==> src/rtl/i2c_reg_bank.sv <==
// Register bank behind the 16-bit I2C slave: shadowed config registers that commit
// atomically on the busy falling edge, plus ID/status/sticky-event/mask/counter registers.

module i2c_cfg_slot #(
  parameter logic [15:0] RST = 16'h0000
) (
  input  logic        clk,
  input  logic        reset_n,
  input  logic        wr,
  input  logic [15:0] wdata,
  input  logic        commit,
  output logic [15:0] shadow,
  output logic [15:0] live
);
  logic [15:0] shadow_next;

  // Commit copies shadow_next so a write landing on the commit cycle is included.
  assign shadow_next = wr ? wdata : shadow;

  always_ff @(posedge clk or negedge reset_n) begin
    if (!reset_n) begin
      shadow <= RST;
      live   <= RST;
    end else begin
      shadow <= shadow_next;
      if (commit) live <= shadow_next;
    end
  end
endmodule

module i2c_reg_bank #(
  parameter int          NUM_REGS  = 16,
  parameter logic [15:0] CFG_RESET = 16'h0000,
  parameter logic [15:0] ID_CODE   = 16'hA55A
) (
  input  logic                  clk,
  input  logic                  reset_n,
  input  logic                  we,
  input  logic [15:0]           datao,
  input  logic [7:0]            reg_addr,
  input  logic                  busy,
  output logic [15:0]           datai,
  output logic [16*NUM_REGS-1:0] cfg_out,
  output logic                  cfg_commit,
  input  logic [15:0]           status_in,
  input  logic [15:0]           event_in,
  output logic                  irq
);
  localparam int AW = (NUM_REGS > 1) ? $clog2(NUM_REGS) : 1;
  localparam logic [7:0] A_ID = 8'h80, A_STAT = 8'h81, A_STICKY = 8'h82,
                         A_MASK = 8'h83, A_CNT = 8'h84;

  typedef struct packed {
    logic        en;
    logic [7:0]  addr;
    logic [15:0] data;
  } wr_req_t;

  wr_req_t wreq;
  logic busy_d, dirty;
  logic rise, fall, cfg_hit, cfg_wr, commit;
  logic [NUM_REGS-1:0][15:0] shadow, live;
  logic [15:0] snap, sticky, mask, commit_cnt;
  logic [15:0] clr, sticky_next, mask_next, rd;

  assign wreq    = '{en: we, addr: reg_addr, data: datao};
  assign rise    = busy & ~busy_d;
  assign fall    = ~busy & busy_d;
  assign cfg_hit = (wreq.addr < 8'(NUM_REGS));
  assign cfg_wr  = wreq.en & cfg_hit;
  assign commit  = fall & (dirty | cfg_wr);

  genvar i;
  generate
    for (i = 0; i < NUM_REGS; i++) begin : g_slot
      i2c_cfg_slot #(.RST(CFG_RESET)) u_slot (
        .clk    (clk),
        .reset_n(reset_n),
        .wr     (cfg_wr && (wreq.addr[AW-1:0] == AW'(i))),
        .wdata  (wreq.data),
        .commit (commit),
        .shadow (shadow[i]),
        .live   (live[i])
      );
    end
  endgenerate

  assign cfg_out     = live;
  assign clr         = (wreq.en && wreq.addr == A_STICKY) ? wreq.data : 16'h0000;
  assign sticky_next = (sticky & ~clr) | event_in;
  assign mask_next   = (wreq.en && wreq.addr == A_MASK) ? wreq.data : mask;

  always_comb begin
    rd = 16'h0000;
    if (cfg_hit) rd = shadow[wreq.addr[AW-1:0]];
    else begin
      case (wreq.addr)
        A_ID:     rd = ID_CODE;
        A_STAT:   rd = snap;
        A_STICKY: rd = sticky;
        A_MASK:   rd = mask;
        A_CNT:    rd = commit_cnt;
        default:  rd = 16'h0000;
      endcase
    end
  end

  always_ff @(posedge clk or negedge reset_n) begin
    if (!reset_n) begin
      busy_d     <= 1'b0;
      dirty      <= 1'b0;
      datai      <= 16'h0000;
      cfg_commit <= 1'b0;
      irq        <= 1'b0;
      snap       <= 16'h0000;
      sticky     <= 16'h0000;
      mask       <= 16'h0000;
      commit_cnt <= 16'h0000;
    end else begin
      busy_d     <= busy;
      datai      <= rd;
      sticky     <= sticky_next;
      mask       <= mask_next;
      irq        <= |(sticky_next & mask_next);
      cfg_commit <= commit;
      if (rise) snap <= status_in;
      if (commit) begin
        dirty      <= 1'b0;
        commit_cnt <= commit_cnt + 16'd1;
      end else if (cfg_wr) begin
        dirty <= 1'b1;
      end
    end
  end
endmodule
==> config.mk <==
export PLATFORM = sky130hd
export DESIGN_NAME = i2c_reg_bank
export DESIGN_NICKNAME = d
export VERILOG_FILES = /design/src/rtl/i2c_reg_bank.sv
export SDC_FILE = /design/constraint.sdc
export NUM_CORES = 1
export LEC_CHECK = 0
export ABC_AREA = 1
export CAP_MARGIN = 10
export CORE_AREA = 5 5 203 254
export DETAILED_ROUTE_END_ITERATION = 8
export DIE_AREA = 0 0 208 259
export PLACE_DENSITY = 0.7
export SKIP_CTS_REPAIR_TIMING = 1
export SLEW_MARGIN = 20
export SYNTH_ARGS = -nofsm -noshare
export SYNTH_HDL_FRONTEND = slang
export SYNTH_SLANG_ARGS = --single-unit
==> constraint.sdc <==
create_clock -name clk -period 1.7 [get_ports clk]
set_input_delay 0.425 -clock clk [delete_from_list [all_inputs] [get_ports clk]]
set_output_delay 0.425 -clock clk [all_outputs]
set_load 0.005 [all_outputs]
==> results.sh, run 1 <==
export IMPL_status="complete, but fails checks"
export IMPL_violations="negative setup slack"
export IMPL_portBuffers=333
export IMPL_routabilityCongestion=0.975
export IMPL_post_place_ws_ns=-1.37
export IMPL_synth_area_sq_um=24100
export IMPL_fin_worst_skew_ns=0.0117
export IMPL_relSlewSlack_pct=66.0
export IMPL_start_util_pct=49.2
export IMPL_antennaDiodeCount=0
export IMPL_cp_data_arrival_time_ns=2.21
export IMPL_end_kind="register"
export IMPL_top_level_ports=334
export IMPL_syn_inst=2694
export IMPL_ys_types=32
export IMPL_vias=22000
export IMPL_finalHoldViolations=0
export IMPL_instances_no_fill=3990
export IMPL_drt_iter0_markers=2041
export IMPL_core_area_sq_um=49000
export IMPL_slowest_stage="o31ai_4"
export IMPL_final_common_cell="nand2_1"
export IMPL_num_rows=91
export IMPL_dp_cells=3825
export IMPL_hold_class="in2async"
export IMPL_whs_ns=0.251
export IMPL_final_cell_mix="nand2_1, dfrtp_1, buf_4"
export IMPL_timing_fmax_mhz=580
export IMPL_yosysSeqAreaShare_pct=61.9
export IMPL_leakagePower_nw=22.1
export IMPL_drcViolationCount=0
export IMPL_drive_above_1_share_pct=17.5
export IMPL_fin_ws_ns=-0.0252
export IMPL_die_area_sq_um=53900
export IMPL_cpMostUsedCell="nand2_1"
export IMPL_grt_max_degree=79
export IMPL_routed_wl_um=89600
export IMPL_cts_path_max_buffers=3
export IMPL_slew_violations=0
export IMPL_cp_max_fo=17
export IMPL_drv_cap=0
export IMPL_synth_avg_cell_area_sq_um=8.95
export IMPL_worstSetupStartpointType="input pin"
export IMPL_ir_worst_vdd_mv=0.868
export IMPL_critical_path_max_stage_delay_ns=0.30
export IMPL_fillers=3582
export IMPL_clk_latency_ns=0.62
export IMPL_cts_root_buf="clkbuf_16"
export IMPL_worstPathCellList="clkbuf_2 -> buf_6 -> nor2_4 -> buf_4 -> buf_12 -> buf_12 -> a22oi_2 -> nand2_1 -> nand2_1 -> nand2_1 -> o31ai_4 -> nand2_1"
export IMPL_r2r_slack_ns=0.07
export IMPL_cts_reportedPaths_clkPinSlew_ns=0.06
export IMPL_p_per_area_nw_per_um2=958
export IMPL_fin_nets=3356
export IMPL_setup_viol=1
export IMPL_die_h_um=259
export IMPL_grt_overflow_total=0
export IMPL_crit_type="in2reg"
export IMPL_ys_warnings_count=0
export IMPL_worstMarginPinSlew_ns=0.504
export IMPL_period_needed_ns=1.73
export IMPL_grt_pass1_wl_um=134000
export IMPL_firstDrtPassIters=6
export IMPL_grt_pass1_vias=22000
export IMPL_cts_sinks=596
export IMPL_grt_util_all_layers_pct=31.8
export IMPL_wire_per_inst_um=22.4
export IMPL_worstPathRequired_ns=2.19
export IMPL_die_w_um=208
export IMPL_antenna_found_initial=2
export IMPL_cts_tree="yes"
export IMPL_hpwl_um=63900
export IMPL_syn_to_final_growth_pct=43.5
export IMPL_finalSetupTns_ns=-0.0252
export IMPL_fin_crit_sh_pct=101
export IMPL_avgViaCountPerCell=5.51
export IMPL_ant_nets=0
export IMPL_cts_buffers=57
export IMPL_cts_htree_levels=2
export IMPL_syn_nets=2755
export IMPL_ys_ff_latch=596
-- logic make-up (layout without fill, tap and decap cells) --
kind of cell,after synthesis,count (layout),share of synthesized area (%)
XOR/XNOR,15,15,0.545
adder cells (fa/ha/maj),1,1,0.0519
multiplexers,10,10,0.467
buffers and inverters,241,885,3.83
AO/OA/AOI/OAI,477,477,11.9
flip-flops,596,596,61.9
AND/OR/NAND/NOR,1354,1355,21.3
-- Yosys cell counts (all sizes together) --
library cell     n  area, sq um
xor2             9         78.8
a221oi           7         61.3
nand3           32          160
o31ai           13         97.6
o211ai           2         15.0
dfrtp          596        14900
a22oi          128          961
a21boi           9         67.6
nand3b           1         7.51
xnor2            6         52.6
ha               1         12.5
nand4            3         18.8
a31oi            1         6.26
a211oi           6         45.0
a21o             6         45.0
mux2            10          113
inv             72          270
a22o             2         17.5
nor2            48          188
buf             43          180
nor3             3         15.0
nand2         1267         4760
clkbuf         126          473
a21oi           31          155
o21ai          272         1400
-- registers in the layout, indices dropped and copies added, names as in the netlist --
name / flops
g_slot.u_slot.live: 256
g_slot.u_slot.shadow: 256
commit_cnt: 16
datai: 16
mask: 16
snap: 16
sticky: 16
busy_d: 1
cfg_commit: 1
dirty: 1
irq: 1
-- final cells by class --
cell class | count | area, sq um | share of cell area [%]
Multi-Input combinational cell | 1858 | 8740 | 25.3
Timing Repair Buffer | 710 | 7750 | 22.4
Clock inverter | 27 | 457 | 1.32
Tap cell | 651 | 815 | 2.35
Sequential cell | 596 | 14900 | 43.1
Clock buffer | 76 | 1650 | 4.77
Inverter | 72 | 280 | 0.810
-- path summary, 6_finish.rpt --
path,start,to,depth (start not counted)
max,reg_addr[0],datai[10]$_DFF_PN0_,12
min,reset_n,g_slot[2].u_slot.live[1]$_DFFE_PN0P_,2
max reg2reg,commit_cnt[5]$_DFFE_PN0P_,commit_cnt[11]$_DFFE_PN0P_,7
min reg2reg,commit_cnt[15]$_DFFE_PN0P_,commit_cnt[15]$_DFFE_PN0P_,1
max in group asynchronous,reset_n,g_slot[9].u_slot.shadow[10]$_DFF_PN0_,4
min in group clk,we,dirty$_DFFE_PN0P_,4
-- power by group --
group | switching [mW] | internal (mW) | total, mW
clock | 5.63 | 8.62 | 14.3
sequential | 0.492 | 14.9 | 15.4
combinational | 1.90 | 1.58 | 3.49
-- critical path: cells and delay by family --
kind,cells,cell delay (ns)
compound gates,2,0.54
simple gates,5,0.48
buf+inv,5,0.76
-- per-layer routing --
layer | track usage, % | wire [um] | share of wire (%)
met2 | 53.5 | 44000 | 49
met3 | 5.35 | 6180 | 6.9
met5 | 0 | 0 | 0
met4 | 11.2 | 3610 | 4.0
met1 | 42.2 | 35800 | 40
-- metrics by stage --
stage	utilization, %	area [sq um]	power (mW)
final	70.7	34600	33.1
after global routing	70.7	34600	34.2
after CTS	67.2	32900	33.1
after detailed placement	62.9	30800	19.0
after global placement	62.9	30800	18.9
after floorplan	-	24200	16.6
Note: power is estimated with default switching activity, not from simulation.
==> run 2: changes to the inputs <==
Settings changed: CORE_AREA 5 5 203 254 to 5 5 192 268, DIE_AREA 0 0 208 259 to 0 0 197 273, SLEW_MARGIN 20 to default.
==> run 2 against run 1 <==
Compared with the run above:
- the run still ends with negative setup slack left
- maximum frequency grew 0.65%
- critical endpoint is now datai[0]$_DFF_PN0_
- sequential share of layout area up 0.23 points
- first-iteration DRC count grew 9.9%
- largest power group unchanged
- count of clock-buffer cells in the layout down 2
==> results.sh, run 2 (same netlist as run 1, synthesis figures left out) <==
export IMPL_status="complete, but fails checks"
export IMPL_violations="negative setup slack"
export IMPL_avgViaCountPerCell=5.54
export IMPL_top_level_ports=334
export IMPL_worstPathCellList="buf_2 -> buf_4 -> nor2_4 -> buf_12 -> buf_6 -> a22oi_2 -> nand2_1 -> nand2_1 -> nand2_1 -> o31ai_4 -> nand2_1"
export IMPL_cts_reportedPaths_clkPinSlew_ns=0.07
export IMPL_antenna_found_initial=2
export IMPL_ant_nets=0
export IMPL_ff_latch_area_sq_um=14900
export IMPL_die_h_um=273
export IMPL_fin_crit_sh_pct=101
export IMPL_worstSetupStartpointType="input pin"
export IMPL_cts_path_max_buffers=3
export IMPL_dp_cells=3832
export IMPL_fin_worst_skew_ns=0.0235
export IMPL_grt_overflow_total=0
export IMPL_finalSetupTns_ns=-0.0141
export IMPL_drcViolationCount=0
export IMPL_clk_latency_ns=0.60
export IMPL_dpl_cell_area_sq_um=30800
export IMPL_grt_pass1_vias=22200
export IMPL_finalHoldViolations=0
export IMPL_grt_max_degree=85
export IMPL_cts_root_buf="clkbuf_16"
export IMPL_drv_cap=0
export IMPL_final_cell_mix="nand2_1, dfrtp_1, buf_4"
export IMPL_final_util_pct=70.6
export IMPL_period_needed_ns=1.71
export IMPL_instances_no_fill=4009
export IMPL_end_kind="register"
export IMPL_leakagePower_nw=22.1
export IMPL_p_per_area_nw_per_um2=925
export IMPL_ir_worst_vdd_mv=0.816
export IMPL_drive_above_1_share_pct=17.6
export IMPL_fin_nets=3393
export IMPL_whs_ns=0.275
export IMPL_wire_per_inst_um=22.3
export IMPL_slew_violations=0
export IMPL_num_rows=96
export IMPL_cpMostUsedCell="nand2_1"
export IMPL_routabilityCongestion=0.938
export IMPL_timing_fmax_mhz=583
export IMPL_core_area_sq_um=48800
export IMPL_critical_path_max_stage_delay_ns=0.38
export IMPL_multi_input_area_sq_um=8600
export IMPL_die_w_um=197
export IMPL_fin_ws_ns=-0.0141
export IMPL_crit_buf_inv=4
export IMPL_die_area_sq_um=53800
export IMPL_antennaDiodeCount=0
export IMPL_syn_to_final_growth_pct=42.8
export IMPL_final_common_cell="nand2_1"
export IMPL_vias=22200
export IMPL_cp_data_arrival_time_ns=2.17
export IMPL_crit_type="in2reg"
export IMPL_cts_buffers=54
export IMPL_cts_htree_levels=2
export IMPL_portBuffers=333
export IMPL_rsz0062_at_grt="yes"
export IMPL_worstPathRequired_ns=2.15
export IMPL_relSlewSlack_pct=61.4
export IMPL_post_place_ws_ns=-1.33
export IMPL_slowest_stage="o31ai_4"
export IMPL_cpLargestDelayFamily="buffers and inverters"
export IMPL_reg_largest_list="g_slot.u_slot.live (256), g_slot.u_slot.shadow (256)"
export IMPL_finalInstanceArea_sq_um=34400
export IMPL_worstMarginPinSlew_ns=0.574
export IMPL_grt_util_all_layers_pct=31.6
export IMPL_start_util_pct=49.4
export IMPL_setup_viol=1
export IMPL_cts_sinks=596
export IMPL_firstDrtPassIters=7
export IMPL_drt_iter0_markers=2244
export IMPL_cp_max_fo=44
export IMPL_grt_pass1_wl_um=132000
export IMPL_routed_wl_um=89200
export IMPL_hold_class="in2async"
export IMPL_cts_tree="yes"
export IMPL_power_mw=31.8
export IMPL_fillers=3631
export IMPL_hpwl_um=63000
==> run 2: cell count changes in the layout (fill, tap and decap cells not counted), sizes merged <==
cell / change
buf: +40
bufinv: -5
clkbuf: -3
clkinvlp: +1
==> run 2: where the power goes <==
group          switching (mW)  total [mW]  internal, mW
clock                    5.52        12.9          7.43
sequential              0.499        15.4          14.9
combinational            1.88        3.50          1.62
==> run 2: layout make-up <==
cell class / count / area share [%]
clock inverters: 22 / 0.898
repair inverters: 1 / 0.0254
repair buffers: 749 / 23.1
inverters: 72 / 0.821
multi-input cells: 1858 / 25.0
flip-flops and latches: 596 / 43.3
clock buffers: 74 / 4.50
well taps: 637 / 2.32
==> run 2: final timing paths <==
| check | from | end | slack, ns | cells after the start |
|---|---|---|---|---|
| worst max-delay path | reg_addr[0] | datai[0]$_DFF_PN0_ | -0.01 | 11 |
| worst min-delay path | reset_n | g_slot[0].u_slot.shadow[14]$_DFF_PN0_ | 0.27 | 2 |
| worst max register to register | commit_cnt[1]$_DFFE_PN0P_ | commit_cnt[10]$_DFFE_PN0P_ | 0.05 | 7 |
| worst min register to register | g_slot[10].u_slot.live[1]$_DFFE_PN0P_ | g_slot[10].u_slot.live[1]$_DFFE_PN0P_ | 0.47 | 2 |
| max in group asynchronous | reset_n | g_slot[9].u_slot.shadow[1]$_DFF_PN0_ | 0.69 | 3 |
| min in group clk | busy | busy_d$_DFF_PN0_ | 0.36 | 1 |
==> run 2: per-layer routing <==
layer	global-route usage (%)	vias to the layer above	wire, um
met4	14.6	2	4790
met3	5.35	256	6220
met5	0	-	8
met2	52.6	1031	44100
li1	-	9964	-
met1	40.5	11000	34100
